--- src/rtl/dequeue_agent_v0_1.sv ---
// Dequeue agent: pops one non-empty port PIFO at a time, streams that port's chunks to egress until tlast,
// and keeps per-port packet/chunk counters readable over the CPU channel. Define DQ_STRICT_PRIORITY_EN for strict priority.

module dq_port_cnt (
  input  logic        clk,
  input  logic        rst,
  input  logic        i_chunk_inc,
  input  logic        i_pkt_inc,
  output logic [31:0] o_pkt_cnt,
  output logic [31:0] o_chunk_cnt
);
  logic [31:0] r_pkt;
  logic [31:0] r_chunk;

  // Free-running 32-bit counters; natural wrap at 2^32.
  always_ff @(posedge clk or posedge rst) begin
    if (rst) begin
      r_pkt   <= '0;
      r_chunk <= '0;
    end else begin
      if (i_chunk_inc) r_chunk <= r_chunk + 32'd1;
      if (i_pkt_inc)   r_pkt   <= r_pkt + 32'd1;
    end
  end

  assign o_pkt_cnt   = r_pkt;
  assign o_chunk_cnt = r_chunk;
endmodule

module dequeue_agent_v0_1 #(
  parameter int NUM_PORTS = 5,
  parameter int SEL_W     = 3
) (
  input  logic                 axis_aclk,
  input  logic                 axis_reset,
  input  logic [NUM_PORTS-1:0] s_axis_pifo_empty,
  output logic [NUM_PORTS-1:0] m_axis_ctl_pifo_out_en,
  input  logic [NUM_PORTS-1:0] s_axis_buffer_tvalid,
  input  logic [NUM_PORTS-1:0] s_axis_buffer_tlast,
  output logic [NUM_PORTS-1:0] m_axis_ctl_buffer_rd_en,
  output logic [SEL_W-1:0]     m_axis_port_sel,
  output logic                 m_axis_tvalid,
  input  logic                 m_axis_tready,
  output logic                 m_axis_tlast,
  input  logic [7:0]           s_axi_addr,
  input  logic                 s_axi_req_valid,
  output logic [31:0]          m_axi_data,
  output logic                 m_axi_resp_valid
);
  localparam logic [1:0] S_IDLE = 2'd0;
  localparam logic [1:0] S_POP  = 2'd1;
  localparam logic [1:0] S_XFER = 2'd2;

  logic [1:0]           r_state;
  logic [SEL_W-1:0]     r_sel;
  logic [SEL_W-1:0]     w_win;
  logic [NUM_PORTS-1:0] w_elig;
  logic                 w_any;
  logic                 w_tvalid;
  logic                 w_last;
  logic                 w_hs;
  logic [NUM_PORTS-1:0] w_port_hit;

  logic [NUM_PORTS-1:0][31:0] w_pkt_cnt;
  logic [NUM_PORTS-1:0][31:0] w_chunk_cnt;
  logic [31:0]                w_rd_val;
  logic                       r_resp_valid;
  logic [31:0]                r_data;

  assign w_elig = ~s_axis_pifo_empty;
  assign w_any  = |w_elig;

`ifdef DQ_STRICT_PRIORITY_EN
  // Highest eligible index wins; the CPU port sits at the top.
  always_comb begin
    w_win = '0;
    for (int i = 0; i < NUM_PORTS; i++)
      if (w_elig[i]) w_win = SEL_W'(i);
  end
`else
  logic [SEL_W-1:0] r_rr_ptr;
  logic [SEL_W-1:0] w_win_hi;
  logic [SEL_W-1:0] w_win_lo;
  logic             w_fnd_hi;

  // Search rr_ptr+1..top first, then wrap to 0..rr_ptr; lowest index in each half wins.
  always_comb begin
    w_win_hi = '0;
    w_win_lo = '0;
    w_fnd_hi = 1'b0;
    for (int i = NUM_PORTS - 1; i >= 0; i--) begin
      if (w_elig[i]) begin
        if (SEL_W'(i) > r_rr_ptr) begin
          w_win_hi = SEL_W'(i);
          w_fnd_hi = 1'b1;
        end else begin
          w_win_lo = SEL_W'(i);
        end
      end
    end
    w_win = w_fnd_hi ? w_win_hi : w_win_lo;
  end

  always_ff @(posedge axis_aclk or posedge axis_reset) begin
    if (axis_reset)
      r_rr_ptr <= SEL_W'(NUM_PORTS - 1);
    else if (r_state == S_XFER && w_hs && w_last)
      r_rr_ptr <= r_sel;
  end
`endif

  // sel is only loaded in IDLE, so egress never sees it move while a chunk is pending.
  always_ff @(posedge axis_aclk or posedge axis_reset) begin
    if (axis_reset) begin
      r_state <= S_IDLE;
      r_sel   <= '0;
    end else begin
      case (r_state)
        S_IDLE: if (w_any) begin
          r_sel   <= w_win;
          r_state <= S_POP;
        end
        S_POP:  r_state <= S_XFER;
        S_XFER: if (w_hs && w_last) r_state <= S_IDLE;
        default: r_state <= S_IDLE;
      endcase
    end
  end

  assign w_tvalid = (r_state == S_XFER) & s_axis_buffer_tvalid[r_sel];
  assign w_last   = w_tvalid & s_axis_buffer_tlast[r_sel];
  assign w_hs     = w_tvalid & m_axis_tready;

  assign m_axis_tvalid   = w_tvalid;
  assign m_axis_tlast    = w_last;
  assign m_axis_port_sel = r_sel;

  for (genvar g = 0; g < NUM_PORTS; g++) begin : g_port
    assign w_port_hit[g]              = (r_sel == SEL_W'(g));
    assign m_axis_ctl_pifo_out_en[g]  = (r_state == S_POP) & w_port_hit[g];
    assign m_axis_ctl_buffer_rd_en[g] = w_hs & w_port_hit[g];

    dq_port_cnt u_cnt (
      .clk         (axis_aclk),
      .rst         (axis_reset),
      .i_chunk_inc (w_hs & w_port_hit[g]),
      .i_pkt_inc   (w_hs & w_last & w_port_hit[g]),
      .o_pkt_cnt   (w_pkt_cnt[g]),
      .o_chunk_cnt (w_chunk_cnt[g])
    );
  end

  // Unmapped port or select reads as zero but still gets a response.
  always_comb begin
    w_rd_val = '0;
    for (int i = 0; i < NUM_PORTS; i++) begin
      if (s_axi_addr[3:0] == 4'(i)) begin
        if (s_axi_addr[7:4] == 4'd0)      w_rd_val = w_pkt_cnt[i];
        else if (s_axi_addr[7:4] == 4'd1) w_rd_val = w_chunk_cnt[i];
      end
    end
  end

  always_ff @(posedge axis_aclk or posedge axis_reset) begin
    if (axis_reset) begin
      r_resp_valid <= 1'b0;
      r_data       <= '0;
    end else begin
      r_resp_valid <= s_axi_req_valid;
      if (s_axi_req_valid) r_data <= w_rd_val;
    end
  end

  assign m_axi_resp_valid = r_resp_valid;
  assign m_axi_data       = r_data;
endmodule
--- config.mk ---
export PLATFORM = sky130hd
export DESIGN_NAME = dequeue_agent_v0_1
export DESIGN_NICKNAME = d
export VERILOG_FILES = /design/src/rtl/dequeue_agent_v0_1.sv
export SDC_FILE = /design/constraint.sdc
export NUM_CORES = 1
export LEC_CHECK = 0
export ABC_AREA = 1
export ABC_CLOCK_PERIOD_IN_PS = 20400
export CAP_MARGIN = 20
export CELL_PAD_IN_SITES_DETAIL_PLACEMENT = 1
export CELL_PAD_IN_SITES_GLOBAL_PLACEMENT = 2
export CORE_ASPECT_RATIO = 1.1
export CORE_MARGIN = 3
export CORE_UTILIZATION = 38
export DETAILED_ROUTE_END_ITERATION = 10
export GPL_ROUTABILITY_DRIVEN = 1
export PLACE_DENSITY_LB_ADDON = 0.15
export SKIP_CTS_REPAIR_TIMING = 1
export SYNTH_ARGS = -nofsm -noshare
export SYNTH_HDL_FRONTEND = slang
export SYNTH_SLANG_ARGS = --single-unit
--- constraint.sdc ---
create_clock -name axis_aclk -period 20.4 [get_ports axis_aclk]
set_input_delay 4.08 -clock axis_aclk [delete_from_list [all_inputs] [get_ports axis_aclk]]
set_output_delay 4.08 -clock axis_aclk [all_outputs]
set_load 0.02 [all_outputs]
# Word-level counts from Yosys, hierarchy flattened
# Cells that the tools add are included.
# W data, S select, Z words.
[classes] n_lt_le_gt_ge=6 reduce_logical=10 bitwise=20 addsub=10 muxes=53 eq_ne=13
[op_table] cell="$mux W32" n=15
[op_table] cell="$add A32 B1 Y32 const B" n=10
[op_table] cell="$mux W3" n=21
[op_table] cell="$and A1 B1 Y1" n=19
[op_table] cell="$mux W1" n=12
[op_table] cell="$eq A4 B1 Y1 const B" n=2
[op_table] cell="$eq A4 B2 Y1 const B" n=2
[op_table] cell="$logic_not A4 Y1" n=2
[op_table] cell="$bmux W1 S3" n=2
[op_table] cell="$eq A3 B2 Y1 const B" n=2
[op_table] cell="$gt A1 B3 Y1 const A" n=2
[op_table] cell="$gt A2 B3 Y1 const A" n=2
[op_table] cell="$pmux W2 S3" n=1
[op_table] cell="$not A5 Y5" n=1
[op_table] cell="$reduce_or A5 Y1" n=1
[op_table] cell="$eq A4 B3 Y1 const B" n=1
[op_table] cell="$lt A3 B4 Y1 const B" n=1
[op_table] cell="$mux W2" n=2
[op_table] cell="$reduce_and A2 Y1" n=2
[op_table] cell="$eq A3 B1 Y1 const B" n=1
[op_table] cell="$eq A3 B3 Y1 const B" n=1
[op_table] cell="$gt A3 B3 Y1 const A" n=1
[op_table] cell="$logic_and A1 B1 Y1" n=3
[op_table] cell="$logic_not A3 Y1" n=1
[op_table] cell="5 further kinds" n=5
[word_totals] input_bits=27 register_bits=361 wordCells=127

# Longest topological paths before layout
[logic_depth] ltp_word=16 ltp_mapped=14

# Cells and area by module
# From an unflattened synthesis, not the netlist that was laid out.
[unflattened] cells_unflattened=3197 area_unflattened_um2=22556.6
[modules_own_cells] mod="dq_port_cnt" seq_area_each_um2=1601.5 area_per_inst_um2=3424.5 cells_per_inst=425 instances=5
[modules_own_cells] mod="dequeue_agent_v0_1" seq_area_each_um2=1027.2 area_per_inst_um2=5434.0 cells_per_inst=1072 instances=1

# Worst setup path after synthesis
# No wires, ideal clock.
[synth_timing] path_kind="input -> output" startpoint="input port m_axis_tready" endpoint="output port m_axis_ctl_buffer_rd_en[2]" arrival_time_ns=5.208 required_ns=16.320 setup_slack_ns=11.112 n_path_buf=4 stages=6 cell_sequence="buf_1 -> nand4_2 -> inv_2 -> buf_4 -> buf_4 -> buf_4"
[synth_between] elab_chain_cells=2
[synth_lines] item="start, declared" line_no="43" source="input logic m_axis_tready,"
[synth_lines] item="$and A1 B1 Y1" line_no="132" source="assign w_hs = w_tvalid & m_axis_tready;"
[synth_lines] item="$and A1 B1 Y1"
[synth_lines] item="end, declared" line_no="40" source="output logic [NUM_PORTS-1:0] m_axis_ctl_buffer_rd_en,"
# No other way between the ends.

# Final worst setup path
[layout_timing] startpoint="input port s_axis_buffer_tvalid[1]" endpoint="output port m_axis_ctl_buffer_rd_en[2]"
[layout_between] elab_chain_cells=5
[layout_lines] item="start, declared" line_no="38" source="input logic [NUM_PORTS-1:0] s_axis_buffer_tvalid,"
[layout_lines] item="$bmux W1 S3" line_no="130" source="assign w_tvalid = (r_state == S_XFER) & s_axis_buffer_tvalid[r_sel];"
[layout_lines] item="$mux W1 (not written as such)" line_no="130"
[layout_lines] item="$and A1 B1 Y1" line_no="130"
[layout_lines] item="$and A1 B1 Y1" line_no="132"
[layout_lines] item="$and A1 B1 Y1" line_no="141" source="assign m_axis_ctl_buffer_rd_en[g] = w_hs & w_port_hit[g];"
# No other way between the ends. The select of a mux whose other input is x is not followed.

==> flow_summary.toml <==
[outcome]
outcome = "finished, final reports clean"

[logic_synthesis]
synth_top_area_cell = "dfrtp_1"
avgSynthCellArea_um2 = 6.437
synth_top_area_share_pct = 36.26
netlist_top_cells_area = "dfrtp_1, nand2_1, xor2_1"
synth-seq-cells = 361
synth_fp_nets = 3896
ys_async_sr_fraction_pct = 100.0
ys_seq_area_share_pct = 36.37
syn_area_um2 = 24840
synth_flop_cell = "dfrtp_1"
synth_edf_count = 0
yosysMostFrequentCell = "nand2_1"
synthCells = 3859
yosys-top-cells-count = "nand2_1, nor2_1, dfrtp_1"
ys_types = 37
yosysWarnings = 0

[global_routing]
grt_overflow_total = 0
grt_pass1_wl_um = 158600
grt_max_degree = 141
antenna_found_initial = 4
grt_usage_pct = 29.79
grt_pass1_vias = 26500

[floorplan]
die-width_um = 249.8
row_count = 97
start_util_pct = 38.69
dieArea_um2 = 68480
core_um2 = 64200
ios = 75
dieHeight_um = 274.2

[worst_setup_path]
setup.worst_path.end_class = "output pin"
max_stage_delay_ns = 0.80
startpoint = "s_axis_buffer_tvalid[1]"
r2r_slack_ns = 16.69
critPathLaunchType = "primary input"
worstReg2RegStart = "m_axis_port_sel[0]"
r2r_cells = 10
worstPathCellList = "clkdlybuf4s50_1, nand2_1, nand2_1, nand2_1, nand2_1, nand2_1, nand2_4, nand4_2, inv_2, clkdlybuf4s50_1"
worst_path_max_delay_cell = "inv_2"
criticalPathCategory = "in2out"
cp_max_fo = 39
required_ns = 16.32
r2r_end = "g_port[4].u_cnt.o_pkt_cnt[20]"
crit_path_end = "m_axis_ctl_buffer_rd_en[2]"
cpMostUsedCell = "nand2_1"
arrival_ns = 7.25

[placed_design]
port_buffers = 74
place_ws_ns = 8.997
dp_hpwl_um = 77690
gp_congestion = 0.9435

[power]
pwr-share-clk_pct = 40.5
swShare_pct = 36.15
internal_power_mw = 1.542
vdd_drop_max_mv = 0.07180
cellLeakagePower_nw = 12.66
switchingPower_uw = 873.0
power_frac_comb_pct = 21.5
seqPwrFrac_pct = 38.0
powerDensity_nw_per_um2 = 86.29

[timing]
finalSetupTns_ns = 0
worst_pin_slew_ns = 1.089
setup_ws_ns = 9.069
hold_violations = 0
fin_skew_ns = 0.02733
setup_viol = 0
hold_ws_ns = 0.4781
fmax_mhz = 88.26
layout_min_cycle_time_ns = 11.33
rsz0062_at_grt = "false"
slew_violations = 0
slew_headroom_pct = 27.29
fin_crit_sh_pct = 55.54

[clock_network]
htree_num_levels = 2
cts.reportedPaths.clkPinSlew_ns = 0.05
clk_path_buf_depth = 3
cts_tree = "done"
cts.sinks = 361
insertion_delay_ns = 0.61
numCtsBuffers = 48
cts_root_buffer = "clkbuf_16"

[drt]
firstDrtPassIters = 5
vias_per_cell = 5.344
drc = 0
drt_wl_total_um = 102700
routed-via-count = 25350
ant_nets = 0
wl_per_cell_um = 21.65
drt_iter0_drc = 1557

[finish]
drive_gt1_share_pct = 3.638
final_nets = 3900
area_growth_pct = 12.66
antenna_cells = 0
fin_util_pct = 43.59

[job]
drv_cap = 0

[hold_path]
hp-class = "reg2reg"
[power groups by stage]
stage	logic (mW)	clock network [mW]	registers [mW]
floorplan	0.342	0	0.888
global placement	0.503	0	0.923
detailed placement	0.517	0	0.928
CTS	0.521	0.997	0.917
global route	0.574	1.03	0.932
finish	0.519	0.979	0.918
[flip-flops by register name, indices dropped and copies added, names as in the netlist]
name / cells
g_port.u_cnt.o_chunk_cnt: 160
g_port.u_cnt.o_pkt_cnt: 160
m_axi_data: 32
m_axis_port_sel: 3
r_rr_ptr: 3
r_state: 2
m_axi_resp_valid: 1
[metrics by stage]
step / cell area, µm² / power (mW) / std cells
global route: 27990 / 2.535 / 4744
CTS: 27990 / 2.435 / 4744
detailed placement: 26190 / 1.445 / 4654
global placement: 26190 / 1.427 / 4654
finish: 27990 / 2.415 / 4744
floorplan: 24840 / 1.230 / 3859
[placed cells by master, fill, tap and decap left out, types with 2 or more instances in the layout]
cell type,count
a21oi_1,46
buf_4,22
bufinv_16,11
clkbuf_1,5
clkbuf_16,49
clkbuf_8,8
clkdlybuf4s50_1,74
clkinv_2,8
clkinvlp_4,7
dfrtp_1,360
ha_1,10
inv_1,352
inv_2,14
inv_6,2
nand2_1,1515
nand2_2,3
nand3_1,202
nand3b_1,8
nand4_1,54
nand4_4,2
nor2_1,460
nor2_2,2
nor2_4,4
nor3_1,96
o21ai_0,195
o21ai_1,54
o22ai_1,82
xnor2_1,16
xor2_1,226
[cell families after synthesis]
| logic type | Yosys count | share of synthesized area (%) |
|---|---|---|
| compound gates | 379 | 8.069 |
| fa+ha+maj | 10 | 0.5037 |
| buf+inv | 511 | 8.230 |
| flops | 361 | 36.37 |
| simple gates | 2355 | 38.25 |
| xor+xnor | 242 | 8.532 |
| mux | 1 | 0.04030 |
[routing by layer]
metal  part of all wire, %  wire length (µm)  global-route usage, %  up-vias
met5                 0.027                28                      0        -
met4                   3.9              4047                  10.95        4
met3                   4.8              4905                  4.781      157
met2                    47             48220                  50.07      548
met1                    44             45510                  38.70    12500
li1                      -                 -                      -    12140
[critical path: cells and delay by family]
family,cells,cell delay [ns]
buffers and inverters,3,2.02
and+or+nand+nor,7,1.12
[area by class of cell]
| cell class | count | area [µm²] |
|---|---|---|
| clock buffers | 62 | 1355 |
| clock inverters | 28 | 440.4 |
| fillers | 8371 | 36220 |
| inverters | 368 | 1389 |
| multi-input cells | 2987 | 13790 |
| flip-flops and latches | 361 | 9035 |
| well taps | 841 | 1052 |
| repair buffers | 97 | 925.9 |
[worst min path at each step]
stage | start | endpoint | slack, ns | cells after the start
6_report | g_port[0].u_cnt.o_chunk_cnt[25] | g_port[0].u_cnt.o_chunk_cnt[25] | 0.48 | 2
2_1_floorplan | g_port[2].u_cnt.o_chunk_cnt[31] | g_port[2].u_cnt.o_chunk_cnt[31] | 0.45 | 2
3_5_place_dp | g_port[0].u_cnt.o_chunk_cnt[25] | g_port[0].u_cnt.o_chunk_cnt[25] | 0.47 | 2
3_3_place_gp | g_port[0].u_cnt.o_chunk_cnt[8] | g_port[0].u_cnt.o_chunk_cnt[8] | 0.46 | 2
5_1_grt | g_port[3].u_cnt.o_chunk_cnt[31] | g_port[3].u_cnt.o_chunk_cnt[31] | 0.51 | 2
4_1_cts | g_port[0].u_cnt.o_chunk_cnt[25] | g_port[0].u_cnt.o_chunk_cnt[25] | 0.49 | 2
No activity file was read; power rests on OpenSTA's default activity.
